$ cat src/rtl/uart_pkg.sv
// uart_pkg: shared UART constants for frame layout, line levels and default baud divisor
package uart_pkg;
  localparam int UART_DIVISOR_DEFAULT = 434;
  localparam int UART_FRAME_BITS = 10;
  localparam logic UART_START_BIT = 1'b0;
  localparam logic UART_STOP_BIT = 1'b1;
  localparam logic UART_IDLE = 1'b1;
  typedef logic [UART_FRAME_BITS-1:0] frame_t;
endpackage

$ cat src/rtl/uart_baud_counter.sv
// uart_baud_counter: one-shot bit-period timer; load restarts it, co pulses once DIVISOR-1 cycles after load (clk, reset, load in; co out)
module uart_baud_counter
  import uart_pkg::*;
#(
  parameter int DIVISOR = UART_DIVISOR_DEFAULT
) (
  input  logic clk,
  input  logic reset,
  input  logic load,
  output logic co
);
  localparam int W = $clog2(DIVISOR);
  localparam logic [W-1:0] RELOAD = W'(DIVISOR - 2);
  logic [W-1:0] count_q, count_d;
  logic run_q, run_d;
  assign co = run_q && count_q == '0;
  always_comb begin
    count_d = load ? RELOAD : (run_q && count_q != '0) ? count_q - 1'b1 : count_q;
    run_d = load | (run_q & ~co);
  end
  always_ff @(posedge clk or posedge reset) begin
    if (reset) begin
      count_q <= '0;
      run_q <= 1'b0;
    end else begin
      count_q <= count_d;
      run_q <= run_d;
    end
  end
endmodule

$ cat src/rtl/uart_tx_datapath.sv
// uart_tx_datapath: UART transmit buffer, baud timer and frame shifter (host wr_en/wr_data/ovr_clr in, tbr_ready/overrun out; FSM strobes in, tbr_valid/co out; txd serial out)
module uart_tx_datapath
  import uart_pkg::*;
#(
  parameter int DIVISOR = UART_DIVISOR_DEFAULT
) (
  input  logic       clk,
  input  logic       reset,
  input  logic       wr_en,
  input  logic [7:0] wr_data,
  input  logic       ovr_clr,
  input  logic       clear_valid,
  input  logic       shift,
  input  logic       load_sr,
  input  logic       set_sr,
  input  logic       load_counter,
  output logic       tbr_valid,
  output logic       tbr_ready,
  output logic       co,
  output logic       overrun,
  output logic       txd
);
  logic [7:0] tbr_q, tbr_d;
  logic tbr_valid_q, tbr_valid_d, overrun_q, overrun_d, accept;
  frame_t sr_q, sr_d;
  assign tbr_ready = ~tbr_valid_q | clear_valid;
  assign accept = wr_en & tbr_ready;
  assign tbr_valid = tbr_valid_q;
  assign overrun = overrun_q;
  assign txd = sr_q[0];
  always_comb begin
    tbr_d = accept ? wr_data : tbr_q;
    tbr_valid_d = accept ? 1'b1 : clear_valid ? 1'b0 : tbr_valid_q;
    overrun_d = (wr_en & ~tbr_ready) ? 1'b1 : ovr_clr ? 1'b0 : overrun_q;
    sr_d = load_sr ? {UART_STOP_BIT, tbr_q, UART_START_BIT}
         : set_sr  ? {UART_FRAME_BITS{UART_IDLE}}
         : shift   ? {UART_IDLE, sr_q[UART_FRAME_BITS-1:1]}
         : sr_q;
  end
  always_ff @(posedge clk or posedge reset) begin
    if (reset) begin
      tbr_q <= '0;
      tbr_valid_q <= 1'b0;
      overrun_q <= 1'b0;
      sr_q <= {UART_FRAME_BITS{UART_IDLE}};
    end else begin
      tbr_q <= tbr_d;
      tbr_valid_q <= tbr_valid_d;
      overrun_q <= overrun_d;
      sr_q <= sr_d;
    end
  end
  uart_baud_counter #(.DIVISOR(DIVISOR)) u_baud (
    .clk  (clk),
    .reset(reset),
    .load (load_counter),
    .co   (co)
  );
endmodule

$ cat config.mk
export PLATFORM = sky130hd
export DESIGN_NAME = uart_tx_datapath
export DESIGN_NICKNAME = d
export VERILOG_FILES = /design/src/rtl/uart_pkg.sv /design/src/rtl/uart_baud_counter.sv /design/src/rtl/uart_tx_datapath.sv
export SDC_FILE = /design/constraint.sdc
export NUM_CORES = 1
export LEC_CHECK = 0
export ABC_AREA = 1
export CORE_ASPECT_RATIO = 0.5
export CORE_UTILIZATION = 40
export DETAILED_ROUTE_END_ITERATION = 10
export PLACE_DENSITY_LB_ADDON = 0.15
export RECOVER_POWER = 100
export SLEW_MARGIN = 20
export SYNTH_ARGS = -nofsm -noshare
export SYNTH_HDL_FRONTEND = slang
export SYNTH_SLANG_ARGS = --single-unit
export TNS_END_PERCENT = 20
$ cat constraint.sdc
create_clock -name clk -period 3.4 [get_ports clk]
set_clock_uncertainty 0.1 [all_clocks]
set_input_delay 0.51 -clock clk [delete_from_list [all_inputs] [get_ports clk]]
set_output_delay 0.51 -clock clk [all_outputs]
set_load 0.02 [all_outputs]
==> impl_metrics.ini, run 1 <==
[timing]
slew_headroom_pct = 34.7
drv_slew = 0
setup_viol = 0
worst_slew_pin_slew_ns = 0.978
hold_viol = 0
post-route-period-util_pct = 84.3
fmax_mhz = 349
tns_ns = 0
period_minus_slack_ns = 2.87
rsz0062_at_grt = no

[synthesis]
synth_nets = 180
synth_mux_area_share_pct = 6.32
synth_simple_gate_area_share_pct = 25.7
syn_area_per_cell_um2 = 8.80
synth_top_family_by_area = simple AND/OR/NAND/NOR gates
seq_area_frac_synth_pct = 51.7
synth_cell_types = 20
ys_warn_count = 0
synth_area_um2 = 1430
synth_cells = 162
synthAdderAreaFrac_pct = 0.877
synth_compound_area_share_pct = 7.72
ys_ff_latch = 29
synth-xor-area-share_pct = 1.23

[global_routing]
grt_max_degree = 27
gr-total-overflow = 0
grt_usage_pct = 17.4
grt_pass1_wl_um = 4860
grt_pass1_vias = 1047
antenna_found_initial = 0

[finish]
final_cell_mix = 41 x nand2_1, 20 x dfrtp_1, 18 x inv_1
fin_nets = 207
final_common_cell = nand2_1
n_antenna_cell = 0
layout-drive-gt1-share_pct = 16.3
area_delta_synth_final_pct = 22.5
final_core_util_pct = 54.8
filler_cell_count = 298

[drt]
totalWireLength_um = 2780
vias = 1115
drc = 0
drtAntennaViolNets = 0
wl_per_cell_um = 11.7
drt-pass1-iter-count = 4
drtIter0Drc = 21
avgViaCountPerCell = 4.68

[die]
rows = 14
die_h_um = 44.2
io-pin-count = 22
core_area_um2 = 3190
start_util_pct = 44.7
fp.dieArea_um2 = 3820
die_w_um = 86.5

[placed_design]
routabilityCongestion = 0.821
dp_hpwl_um = 1890
portBuffers = 21

[critical_path]
arrival_ns = 2.26
critPathMaxFanout = 4
endpoint_kind = primary output
path_class = reg -> out
cp.required_ns = 2.79
worst_setup_path_start_kind = register

[clocking]
cts_max_level = 2
clk_path_buf_depth = 2
clock_sinks = 29
clock-root-buffer = clkbuf_8
cts_setup_buffers = 0
cts_resized = 0
insertion_delay_ns = 0.29
ctsHoldBuffers = 0
cts_tree = built
path_clk_slew_ns = 0.07
cts_buffers = 5

[pwr]
peakVddDrop_v = 0.000201
p_per_area_nw_per_um2 = 482
p_leak_uw = 0.000820

[worst_hold_path]
hp-class = reg -> reg

[job]
drv_cap = 0

[run_status]
status = complete, no violations
-- sequential cells by signal, indices dropped and copies added, names as in the netlist --
register        count
sr_q                9
u_baud.count_q      9
tbr_q               8
overrun             1
tbr_valid           1
u_baud.run_q        1
-- worst paths after layout --
check,slack (ns),cells after the start,to,startpoint
worst max-delay path,0.53,7,co,u_baud.count_q[0]$_DFFE_PP0P_
worst min-delay path,0.36,2,sr_q[1]$_DFFE_PP1P_,sr_q[1]$_DFFE_PP1P_
worst max register to register,1.33,9,u_baud.count_q[4]$_DFFE_PP0P_,u_baud.count_q[0]$_DFFE_PP0P_
worst min register to register,0.36,2,sr_q[1]$_DFFE_PP1P_,sr_q[1]$_DFFE_PP1P_
max in group asynchronous,1.67,3,sr_q[2]$_DFFE_PP1P_,reset
min in group asynchronous,0.80,2,overrun$_DFFE_PP0P_,reset
-- cells in the mapped netlist (all sizes together) --
| cell type | n | area share [%] |
|---|---|---|
| nand3 | 17 | 6.8 |
| mux2 | 8 | 6.3 |
| buf | 2 | 0.70 |
| inv | 22 | 5.8 |
| nor2 | 14 | 4.7 |
| xor2 | 2 | 1.2 |
| nand4 | 3 | 1.3 |
| nand2 | 42 | 12 |
| a21oi | 3 | 1.1 |
| o21ai | 14 | 4.9 |
| o22ai | 4 | 1.8 |
| ha | 1 | 0.88 |
| nor3 | 1 | 0.35 |
| dfrtp | 20 | 35 |
| dfstp | 9 | 17 |
-- cells by family (layout without fill, tap and decap cells) --
group / count (synthesis) / after routing
xor+xnor: 2 / 2
fa+ha+maj: 1 / 1
compound gates: 21 / 21
buf+inv: 24 / 52
mux: 8 / 8
flops: 29 / 29
simple gates: 77 / 77
-- final cells by class --
cell class | count | area [µm²] | share of cell area [%]
sequential | 29 | 737 | 42.2
timing repair buffer | 22 | 214 | 12.2
inverter | 22 | 82.6 | 4.72
clock buffer | 6 | 72.6 | 4.15
multi-input combinational | 109 | 572 | 32.7
clock inverter | 2 | 10.0 | 0.573
tap | 48 | 60.1 | 3.44
-- metrics by stage --
| stage | instance area [µm²] | worst slack (ns) | hold slack [ns] | std cells | power [µW] |
|---|---|---|---|---|---|
| after floorplan | 1430 | 1.52 | 0.344 | 162 | 527 |
| after global placement | 1690 | 1.06 | 0.355 | 230 | 575 |
| after detailed placement | 1690 | 1.04 | 0.355 | 230 | 578 |
| after CTS | 1780 | 0.716 | 0.365 | 238 | 859 |
| after global routing | 1750 | 0.410 | 0.378 | 238 | 890 |
| final | 1750 | 0.532 | 0.362 | 238 | 843 |
-- worst max-delay path, cell delays in order (launching register included) --
cell and delay [ns]:
dfrtp_1 0.39, inv_1 0.10, ha_1 0.24, nand2_2 0.08, nor2_1 0.25, nand3_1 0.15
nor2_1 0.10, dlygate4sd3_1 0.67
-- report_power, final --
group / switching, µW / total, µW / internal (µW)
registers: 28.1 / 423 / 395
logic: 76.4 / 140 / 64.0
clock network: 138 / 280 / 142
total: 243 / 843 / 601
-- per-layer routing --
metal / up-vias / global-route usage, % / part of all wire, %
li1: 576 / - / -
met1: 520 / 23.6 / 53
met2: 12 / 25.2 / 41
met3: 7 / 5.78 / 4.1
met4: 0 / 9.00 / 1.8
met5: - / 0 / 0
(Power assumes the default switching activity.)
==> run 2: changes to the inputs <==
==> constraint.sdc (replaced) <==
create_clock -name clk -period 2.39 [get_ports clk]
set_clock_uncertainty 0.1 [all_clocks]
set_input_delay 0.3585 -clock clk [delete_from_list [all_inputs] [get_ports clk]]
set_output_delay 0.3585 -clock clk [all_outputs]
set_load 0.02 [all_outputs]
==> impl_metrics.ini, run 2 (synthesis gave the netlist of run 1 again) <==
[pwr]
peakVddDrop_v = 0.000655
p_per_area_nw_per_um2 = 790
power_switching_uw = 348
comb_power_share_pct = 14.2
seqPwrFrac_pct = 42.7
p_int_uw = 1070
switching_share_pct = 24.5
clockPowerShare_pct = 43.1
p_leak_uw = 0.000845

[drt]
drtAntennaViolNets = 0
avgViaCountPerCell = 4.86
drc = 0
totalWireLength_um = 2720
wl_per_cell_um = 11.4
drt-pass1-iter-count = 4
vias = 1156
drtIter0Drc = 31

[finish]
layout-drive-gt1-share_pct = 16.8
final_core_util_pct = 56.2
area_delta_synth_final_pct = 25.7
n_antenna_cell = 0
final_cell_mix = 41 x nand2_1, 20 x dfrtp_1, 18 x inv_1
fin_nets = 207
final_common_cell = nand2_1
top_regs = sr_q x9, u_baud.count_q x9, tbr_q x8

[placed_design]
routabilityCongestion = 0.837
dp_hpwl_um = 1850
portBuffers = 21

[timing]
drv_slew = 30
rsz0062_at_grt = no
fmax_mhz = 452
tns_ns = 0
slew_headroom_pct = -2.11
setup_viol = 0
hold_viol = 0
worst_slew_pin_slew_ns = 1.53
period_minus_slack_ns = 2.21
post-route-period-util_pct = 92.6

[run_status]
status = complete, but fails checks
violations = max-capacitance violations, max-slew violations

[clocking]
cts_buffers = 5
clock-root-buffer = clkbuf_8
cts_tree = built
clk_path_buf_depth = 2
path_clk_slew_ns = 0.07
cts_setup_buffers = 0
clock_sinks = 29
cts_max_level = 2
insertion_delay_ns = 0.28

[die]
die_h_um = 44.2
fp.dieArea_um2 = 3820
io-pin-count = 22
die_w_um = 86.5
rows = 14
start_util_pct = 44.7
core_area_um2 = 3190

[worst_hold_path]
min_to = sr_q[1]$_DFFE_PP1P_
hp-class = reg -> reg
hold_start = sr_q[1]$_DFFE_PP1P_
hold_depth = 2

[critical_path]
worst_setup_path_start_kind = register
r2r.worst_path.cells = 9
ff2ff_setup_slack_ns = 0.39
arrival_ns = 1.76
path_class = reg -> out
cp.required_ns = 1.93
endpoint_kind = primary output
r2r-end = u_baud.count_q[4]$_DFFE_PP0P_
timing.rr.start = u_baud.count_q[0]$_DFFE_PP0P_
critPathMaxFanout = 4

[global_routing]
grt_pass1_wl_um = 4820
gr-total-overflow = 0
grt_usage_pct = 16.9
grt_pass1_vias = 1051
grt_max_degree = 30
antenna_found_initial = 0

[job]
drv_cap = 1
==> run 2: layout make-up <==
class / instances / area [µm²]
Sequential cell: 29 / 737
Tap cell: 48 / 60.1
Multi-Input combinational cell: 109 / 567
Clock inverter: 3 / 65.1
Inverter: 22 / 82.6
Fill cell: 308 / 1400
Timing Repair Buffer: 22 / 213
Clock buffer: 5 / 68.8
==> run 2: worst max-delay path, stage by stage, from the launching register on <==
cell           delay, ns
dfrtp_1             0.39
inv_1               0.10
ha_1                0.24
nand2_2             0.10
nor2_4              0.10
nand3_1             0.11
nor2_1              0.09
dlygate4sd2_1       0.33
==> run 2: routing by layer <==
| metal | GRT usage [%] | vias up | wire length, µm |
|---|---|---|---|
| li1 | - | 581 | - |
| met3 | 6.16 | 5 | 137 |
| met5 | 0 | - | 0 |
| met4 | 5.00 | 0 | 29 |
| met1 | 22.4 | 548 | 1350 |
| met2 | 26.3 | 22 | 1200 |
==> run 2: worst max-delay path by stage <==
stage                                        startpoint                   end  slack, ns  depth (start not counted)
after floorplan           u_baud.count_q[0]$_DFFE_PP0P_                    co       0.66                          6
after global placement    u_baud.count_q[0]$_DFFE_PP0P_                    co       0.21                          7
after detailed placement  u_baud.count_q[0]$_DFFE_PP0P_                    co       0.16                          7
after CTS                 u_baud.count_q[0]$_DFFE_PP0P_                    co       0.13                          7
after global routing                              reset  tbr_q[5]$_DFFE_PP0P_       0.04                          3
final                     u_baud.count_q[0]$_DFFE_PP0P_                    co       0.18                          7
==> run 2: power groups by stage <==
stage	Sequential [µW]	Clock, µW	Combinational [µW]
after detailed placement	614	0	207
after global placement	612	0	206
after global routing	615	646	230
after floorplan	602	0	147
final	605	611	201
after CTS	606	626	210
==> run 2: through the flow <==
stage	instance area, µm²	std cells	hold WS [ns]	setup WS [ns]	power, µW
global route	1790	238	0.389	0.0392	1490
CTS	1830	238	0.349	0.126	1440
global placement	1690	230	0.356	0.214	818
floorplan	1430	162	0.288	0.658	750
finish	1790	238	0.363	0.176	1420
detailed placement	1690	230	0.357	0.162	821
==> run 2: what timing repair did <==
action / in CTS / in global routing
setup endpoints to repair: 1 / 0
hold buffers: 0 / 0
gates resized for setup: 1 / 0
hold endpoints to repair: 0 / 0
==> run 3: changes to the inputs <==
--- a/config.mk
+++ b/config.mk
@@ -11,6 +11,7 @@
 export DETAILED_ROUTE_END_ITERATION = 10
 export PLACE_DENSITY_LB_ADDON = 0.15
 export RECOVER_POWER = 100
+export SETUP_SLACK_MARGIN = 0.05
 export SLEW_MARGIN = 20
 export SYNTH_ARGS = -nofsm -noshare
 export SYNTH_HDL_FRONTEND = slang
==> results of run 3 <==
Final layout, timing and power as in run 2 (identical DEF).
